$ cat config.mk
export PLATFORM = sky130hd
export DESIGN_NAME = mem
export DESIGN_NICKNAME = d
export VERILOG_FILES = /design/src/rtl/mem.sv
export SDC_FILE = /design/constraint.sdc
export NUM_CORES = 1
export LEC_CHECK = 0
export ABC_AREA = 0
export ABC_CLOCK_PERIOD_IN_PS = 6000
export BUFFER_PORTS_ARGS = -buffer_cell sky130_fd_sc_hd__buf_2
export CAP_MARGIN = 20
export CELL_PAD_IN_SITES_DETAIL_PLACEMENT = 1
export CELL_PAD_IN_SITES_GLOBAL_PLACEMENT = 1
export CORE_UTILIZATION = 34
export DETAILED_ROUTE_END_ITERATION = 8
export GPL_ROUTABILITY_DRIVEN = 0
export PLACE_DENSITY = 0.95
export SLEW_MARGIN = 20
export SYNTH_ARGS = -nofsm -noshare
export SYNTH_HDL_FRONTEND = slang
export SYNTH_SLANG_ARGS = --single-unit
$ cat constraint.sdc
create_clock -name clk -period 6 [get_ports clk]
set_input_delay 0.3 -clock clk [delete_from_list [all_inputs] [get_ports clk]]
set_output_delay 0.3 -clock clk [all_outputs]
set_load 0.02 [all_outputs]
$ cat src/rtl/mem.sv
// Memory-access pipeline stage between execute and writeback: registers the execute
// outputs, runs loads/stores over a req/ack data-memory port and stalls upstream until done.
module mem #(
  parameter int MAX_WAIT   = 16,
  parameter int ADDR_W     = 32,
  parameter int INSTR_W    = 32,
  parameter int WORD_W     = 32,
  parameter int REG_IDX_W  = 5,
  parameter int DEST_SRC_W = 2,
  parameter logic [DEST_SRC_W-1:0] DEST_SRC_NONE = 2'd0,
  parameter logic [DEST_SRC_W-1:0] DEST_SRC_ALU  = 2'd1,
  parameter logic [DEST_SRC_W-1:0] DEST_SRC_MEM  = 2'd2
) (
  input  logic                  clk,
  input  logic                  clr,
  input  logic [ADDR_W-1:0]     i_pc,
  input  logic [INSTR_W-1:0]    i_instr,
  input  logic [DEST_SRC_W-1:0] i_dest_src,
  input  logic [REG_IDX_W-1:0]  i_dest_reg,
  input  logic [WORD_W-1:0]     i_alu_eval,
  input  logic                  i_mem_en,
  input  logic                  i_mem_we,
  input  logic [1:0]            i_mem_size,
  input  logic                  i_mem_unsigned,
  input  logic [WORD_W-1:0]     i_store_data,
  output logic                  o_stall,
  output logic                  o_fault,
  output logic                  o_dmem_req,
  output logic                  o_dmem_we,
  output logic [ADDR_W-1:0]     o_dmem_addr,
  output logic [3:0]            o_dmem_be,
  output logic [WORD_W-1:0]     o_dmem_wdata,
  input  logic                  i_dmem_ack,
  input  logic [WORD_W-1:0]     i_dmem_rdata,
  output logic [ADDR_W-1:0]     o_pc,
  output logic [INSTR_W-1:0]    o_instr,
  output logic [DEST_SRC_W-1:0] o_dest_src,
  output logic [REG_IDX_W-1:0]  o_dest_reg,
  output logic [WORD_W-1:0]     o_alu_eval
);

  localparam int CNT_W = $clog2(MAX_WAIT + 1);
  localparam logic [CNT_W-1:0] CNT_LAST = CNT_W'(MAX_WAIT - 1);
  localparam logic [1:0] SZ_BYTE = 2'b00;
  localparam logic [1:0] SZ_HALF = 2'b01;

  typedef enum logic {ST_PASS, ST_ACCESS} state_t;

  state_t                r_state;
  state_t                w_state_nxt;
  logic [CNT_W-1:0]      r_wait_cnt;
  logic [CNT_W-1:0]      w_wait_cnt_nxt;
  logic                  w_capture;

  logic [ADDR_W-1:0]     r_pc;
  logic [INSTR_W-1:0]    r_instr;
  logic [DEST_SRC_W-1:0] r_dest_src;
  logic [REG_IDX_W-1:0]  r_dest_reg;
  logic [WORD_W-1:0]     r_alu_eval;
  logic                  r_mem_en;
  logic                  r_mem_we;
  logic [1:0]            r_mem_size;
  logic                  r_mem_unsigned;
  logic [WORD_W-1:0]     r_store_data;

  logic                  w_r_aligned;
  logic                  w_i_aligned;

  // Bytes are always aligned; size 11 behaves as a word.
  function automatic logic f_aligned(input logic [1:0] size, input logic [1:0] a);
    logic ok;
    case (size)
      SZ_BYTE: ok = 1'b1;
      SZ_HALF: ok = ~a[0];
      default: ok = (a == 2'b00);
    endcase
    return ok;
  endfunction

  function automatic logic [3:0] f_byte_en(input logic [1:0] size, input logic [1:0] a);
    logic [3:0] be;
    case (size)
      SZ_BYTE: be = 4'b0001 << a;
      SZ_HALF: be = 4'b0011 << a;
      default: be = 4'b1111;
    endcase
    return be;
  endfunction

  function automatic logic [WORD_W-1:0] f_store_lanes(input logic [1:0] size,
                                                      input logic [WORD_W-1:0] d);
    logic [WORD_W-1:0] w;
    case (size)
      SZ_BYTE: w = {4{d[7:0]}};
      SZ_HALF: w = {2{d[15:0]}};
      default: w = d;
    endcase
    return w;
  endfunction

  function automatic logic [WORD_W-1:0] f_load_ext(input logic [WORD_W-1:0] rdata,
                                                   input logic [1:0] size,
                                                   input logic [1:0] a,
                                                   input logic uns);
    logic [7:0]        b;
    logic [15:0]       h;
    logic [WORD_W-1:0] w;
    b = rdata[{a, 3'b000} +: 8];
    h = a[1] ? rdata[31:16] : rdata[15:0];
    case (size)
      SZ_BYTE: w = {{(WORD_W-8){~uns & b[7]}}, b};
      SZ_HALF: w = {{(WORD_W-16){~uns & h[15]}}, h};
      default: w = rdata;
    endcase
    return w;
  endfunction

  assign w_r_aligned = f_aligned(r_mem_size, r_alu_eval[1:0]);
  assign w_i_aligned = f_aligned(i_mem_size, i_alu_eval[1:0]);

  // Request fields come straight from the held stage registers, so they stay
  // stable for the whole access.
  assign o_dmem_we    = o_dmem_req & r_mem_we;
  assign o_dmem_addr  = {r_alu_eval[ADDR_W-1:2], 2'b00};
  assign o_dmem_be    = f_byte_en(r_mem_size, r_alu_eval[1:0]);
  assign o_dmem_wdata = f_store_lanes(r_mem_size, r_store_data);

  assign o_pc       = r_pc;
  assign o_instr    = r_instr;
  assign o_dest_reg = r_dest_reg;

  always_comb begin
    o_dmem_req = 1'b0;
    o_stall    = 1'b0;
    o_fault    = 1'b0;
    o_dest_src = r_dest_src;
    o_alu_eval = r_alu_eval;
    case (r_state)
      ST_PASS: begin
        if (r_mem_en && !w_r_aligned) begin
          o_fault    = 1'b1;
          o_dest_src = DEST_SRC_NONE;
        end
      end
      ST_ACCESS: begin
        o_dmem_req = 1'b1;
        if (i_dmem_ack) begin
          if (r_mem_we) begin
            o_dest_src = DEST_SRC_NONE;
          end else begin
            o_dest_src = DEST_SRC_ALU;
            o_alu_eval = f_load_ext(i_dmem_rdata, r_mem_size, r_alu_eval[1:0],
                                    r_mem_unsigned);
          end
        end else if (r_wait_cnt == CNT_LAST) begin
          o_fault    = 1'b1;
          o_dest_src = DEST_SRC_NONE;
        end else begin
          o_stall    = 1'b1;
          o_dest_src = DEST_SRC_NONE;
        end
      end
      default: ;
    endcase
  end

  assign w_capture = ~o_stall;

  always_comb begin
    w_state_nxt    = r_state;
    w_wait_cnt_nxt = r_wait_cnt;
    if (w_capture) begin
      w_state_nxt    = (i_mem_en && w_i_aligned) ? ST_ACCESS : ST_PASS;
      w_wait_cnt_nxt = '0;
    end else begin
      w_wait_cnt_nxt = r_wait_cnt + 1'b1;
    end
  end

  // Stage boundary: control and writeback-visible registers.
  always_ff @(posedge clk) begin
    if (clr) begin
      r_state    <= ST_PASS;
      r_wait_cnt <= '0;
      r_pc       <= '0;
      r_instr    <= '0;
      r_dest_src <= DEST_SRC_NONE;
      r_dest_reg <= '0;
      r_alu_eval <= '0;
      r_mem_en   <= 1'b0;
    end else begin
      r_state    <= w_state_nxt;
      r_wait_cnt <= w_wait_cnt_nxt;
      if (w_capture) begin
        r_pc       <= i_pc;
        r_instr    <= i_instr;
        r_dest_src <= i_dest_src;
        r_dest_reg <= i_dest_reg;
        r_alu_eval <= i_alu_eval;
        r_mem_en   <= i_mem_en;
      end
    end
  end

  // Access qualifiers are only meaningful while r_mem_en is set, so they carry no reset.
  always_ff @(posedge clk) begin
    if (w_capture) begin
      r_mem_we       <= i_mem_we;
      r_mem_size     <= i_mem_size;
      r_mem_unsigned <= i_mem_unsigned;
      r_store_data   <= i_store_data;
    end
  end

endmodule

==> flow_summary_export.csv <==
group,metric,value,unit
final_layout,num-nets-final,1227,
synth,ys_top_cells_by_area,"dfxtp_1 34%, edfxtp_1 16%, nand2_1 14%",
timing,post-route-period-util,66.3,%
synth,yosys.area_share.adder,0.381,%
floorplanning,die_area,0.0199,mm^2
timing,finalHoldViolCount,0,
timing,fin_tns_setup,0,ns
synth,yosys.cell_types.count,44,
timing,setup_viol,0,
timing,min_period,3.98,ns
clock_tree,clk_pin_slew,0.07,ns
global_route,grt_pass1_vias,6798,
clock_tree,cts.sinks,146,
final_layout,drive_gt1_share,38.4,%
worst_setup_path,cp-start-kind,"flop",
synth,synth_warnings,0,
drt,vias_per_cell,4.98,
drt,top_layer,"met4",
drt,drc_errors,0,
synth,yosysTopAreaCell,"dfxtp_1",
synth,synth_top_flop_cell,"dfxtp_1",
final_layout,area_growth,32.6,%
worst_setup_path,r2r-end,"o_pc[27]$_SDFFE_PP0N_",
final_layout,post-route-util,46.3,%
synth,synth.most_common_cell,"nand2_1",
synth,synth_edf_count,36,
worst_setup_path,r2r_cells,9,
drt,wl_met3,1.78,mm
floorplanning,die_w,141,um
timing,max_freq,0.251,GHz
hold_path,hold_depth,1,
synth,synth_seq_area_share,50.0,%
placement,io_buffers,347,
timing,worst_pin_slew,0.922,ns
timing,maxSlewViolCount,0,
worst_setup_path,required,5.70,ns
global_route,overflow,0,
clock_tree,numCtsBuffers,17,
worst_setup_path,critPathKind,"flop to primary output",
global_route,grt.total_usage,23.4,%
global_route,antenna_found_initial,3,
floorplanning,core,0.0188,mm^2
timing,rsz0062_at_grt,"false",
clock_tree,cts_resized,0,
synth,synth_top_family_by_area,"simple AND/OR/NAND/NOR gates",
drt,first_pass_iters,5,
worst_setup_path,reg2reg_slack,2.60,ns
timing,fin_worst_skew,0.0136,ns
pwr,peakVddDrop,0.000179,V
hold_path,hold_path_class,"input port to flop",
synth,synthCells,776,
clock_tree,h-tree-depth,4,
synth,synthSimpleGateAreaFrac,19.5,%
synth,synth_top_area_share,33.5,%
synth,synth.area.mux_share,5.58,%
hold_path,worstHoldStart,"i_store_data[12]",
synth,syn_area_per_cell,8.47,um^2
synth,synth_common_cells,"238 x nand2_1, 125 x a21oi_1, 110 x dfxtp_1, 43 x buf_4, 37 x nand3_1",
drt,routedWlPerCell,17.8,um
drt,dr_total_vias,6594,
synth,ys_ff_latch,146,
synth,synth-async-reset-ratio,0,%
clock_tree,cts_tree,"yes",
worst_setup_path,critPathArrivalTime,3.68,ns
synth,synth_xor_xnor_area_share,0.267,%
status,status,"complete, no violations",
synth,synth_compound_area_share,15.2,%
drt,drtAntennaViolNets,0,
drt,drt-met1-wl,9.27,mm
global_route,grt_max_degree,78,
clock_tree,postCtsSetupRepairBufs,0,
clock_tree,clockRootBuffer,"clkbuf_16",
pwr,power,2.65,mW
clock_tree,clock_path_buffers,2,
drt,dr_wl_met2,11.7,mm
floorplanning,row_count,50,
flow_run,maxCapViolations,0,
timing,max_slew_margin,38.4,%
global_route,grt_pass1_wl,35.7,mm
floorplanning,ioPinCount,350,
clock_tree,cts_hold_buf,0,
placement,hpwl,17.4,mm
drt,drt-total-wl,23.5,mm
pwr,p_leak,4.25,nW
hold_path,min_to,"r_store_data[12]$_DFFE_PN_",
clock_tree,clk_latency,0.42,ns
pwr,p_per_area,305,mW/mm^2
synth,syn_area,0.00657,mm^2
worst_setup_path,r2r-start,"r_wait_cnt[0]$_SDFF_PP0_",
worst_setup_path,cp_max_fo,77,
floorplanning,initial_core_util,34.9,%
drt,initialDrtViolationCount,336,
worst_setup_path,endpoint_kind,"primary output",
floorplanning,die_h,141,um
==> where the power goes <==
| part | switching [mW] | internal [mW] |
|---|---|---|
| clock | 0.470 | 0.626 |
| combinational | 0.279 | 0.163 |
| sequential | 0.0453 | 1.07 |
| total | 0.794 | 1.86 |
==> metrics by stage <==
step	hold WS, ns	cell area [um^2]	instances	setup slack (ns)
2_1_floorplan	0.399	6580	777	3.44
3_3_place_gp	0.434	8110	1291	2.49
3_5_place_dp	0.442	8110	1291	2.44
4_1_cts	0.0323	8710	1322	1.97
5_1_grt	0.0214	8710	1324	1.75
6_report	0.0555	8710	1324	2.02
==> layout make-up <==
type	instances	area (um^2)
tap	260	325
clock inverter	14	171
fill	2338	10100
sequential	146	3280
timing repair buffer	352	1780
antenna	2	5.00
multi-input combinational	529	2710
inverter	4	16.3
clock buffer	17	425
==> cell families (layout without fill, tap and decap cells) <==
logic type | Yosys count | after routing
AOI/OAI and AO/OA | 178 | 178
adders and majority gates | 2 | 2
DFF | 146 | 146
other | 1 | 4
muxes | 32 | 32
xor gates and xnor gates | 2 | 2
and+or+nand+nor | 313 | 313
buffers and inverters | 102 | 387
==> layer usage <==
| metal | vias to the layer above | global-route usage, % |
|---|---|---|
| met1 | 3136 | 26.1 |
| met2 | 274 | 40.4 |
| li1 | 3133 | - |
| met4 | 0 | 9.95 |
| met3 | 51 | 8.12 |
| met5 | - | 0 |
==> worst max-delay path, stage by stage, from the launching register on <==
cell and delay, ns:
dfxtp_1 0.33, ha_1 0.22, and3_1 0.19, ha_1 0.20
nor2_1 0.19, nand2_4 0.47, clkinv_2 0.57, buf_4 0.69
buf_2 0.29
==> how the worst max path moves through the flow <==
stage                              endpoint  cells past startpoint                     start
floorplan           r_mem_size[0]$_DFFE_PN_                      6  r_wait_cnt[0]$_SDFF_PP0_
global placement                    o_stall                      8  r_wait_cnt[0]$_SDFF_PP0_
detailed placement                  o_stall                      8  r_wait_cnt[0]$_SDFF_PP0_
CTS                                 o_stall                      8  r_wait_cnt[0]$_SDFF_PP0_
global route                        o_stall                      8  r_wait_cnt[0]$_SDFF_PP0_
finish                              o_stall                      8  r_wait_cnt[0]$_SDFF_PP0_
==> cell usage in the layout, fill, tap and decap left out, drive strengths merged, types with 3 or more instances in the layout <==
cell type,instances
mux2,17
mux2i,13
nor2,21
nand2,238
nor2b,3
a22oi,9
clkbuf,17
inv,10
dfxtp,110
nor3,4
a22o,9
and3,4
o21ai,19
a21oi,125
a21o,3
buf,352
edfxtp,36
nand3,38
clkinv,4
Note: power is estimated with default switching activity, not from simulation.
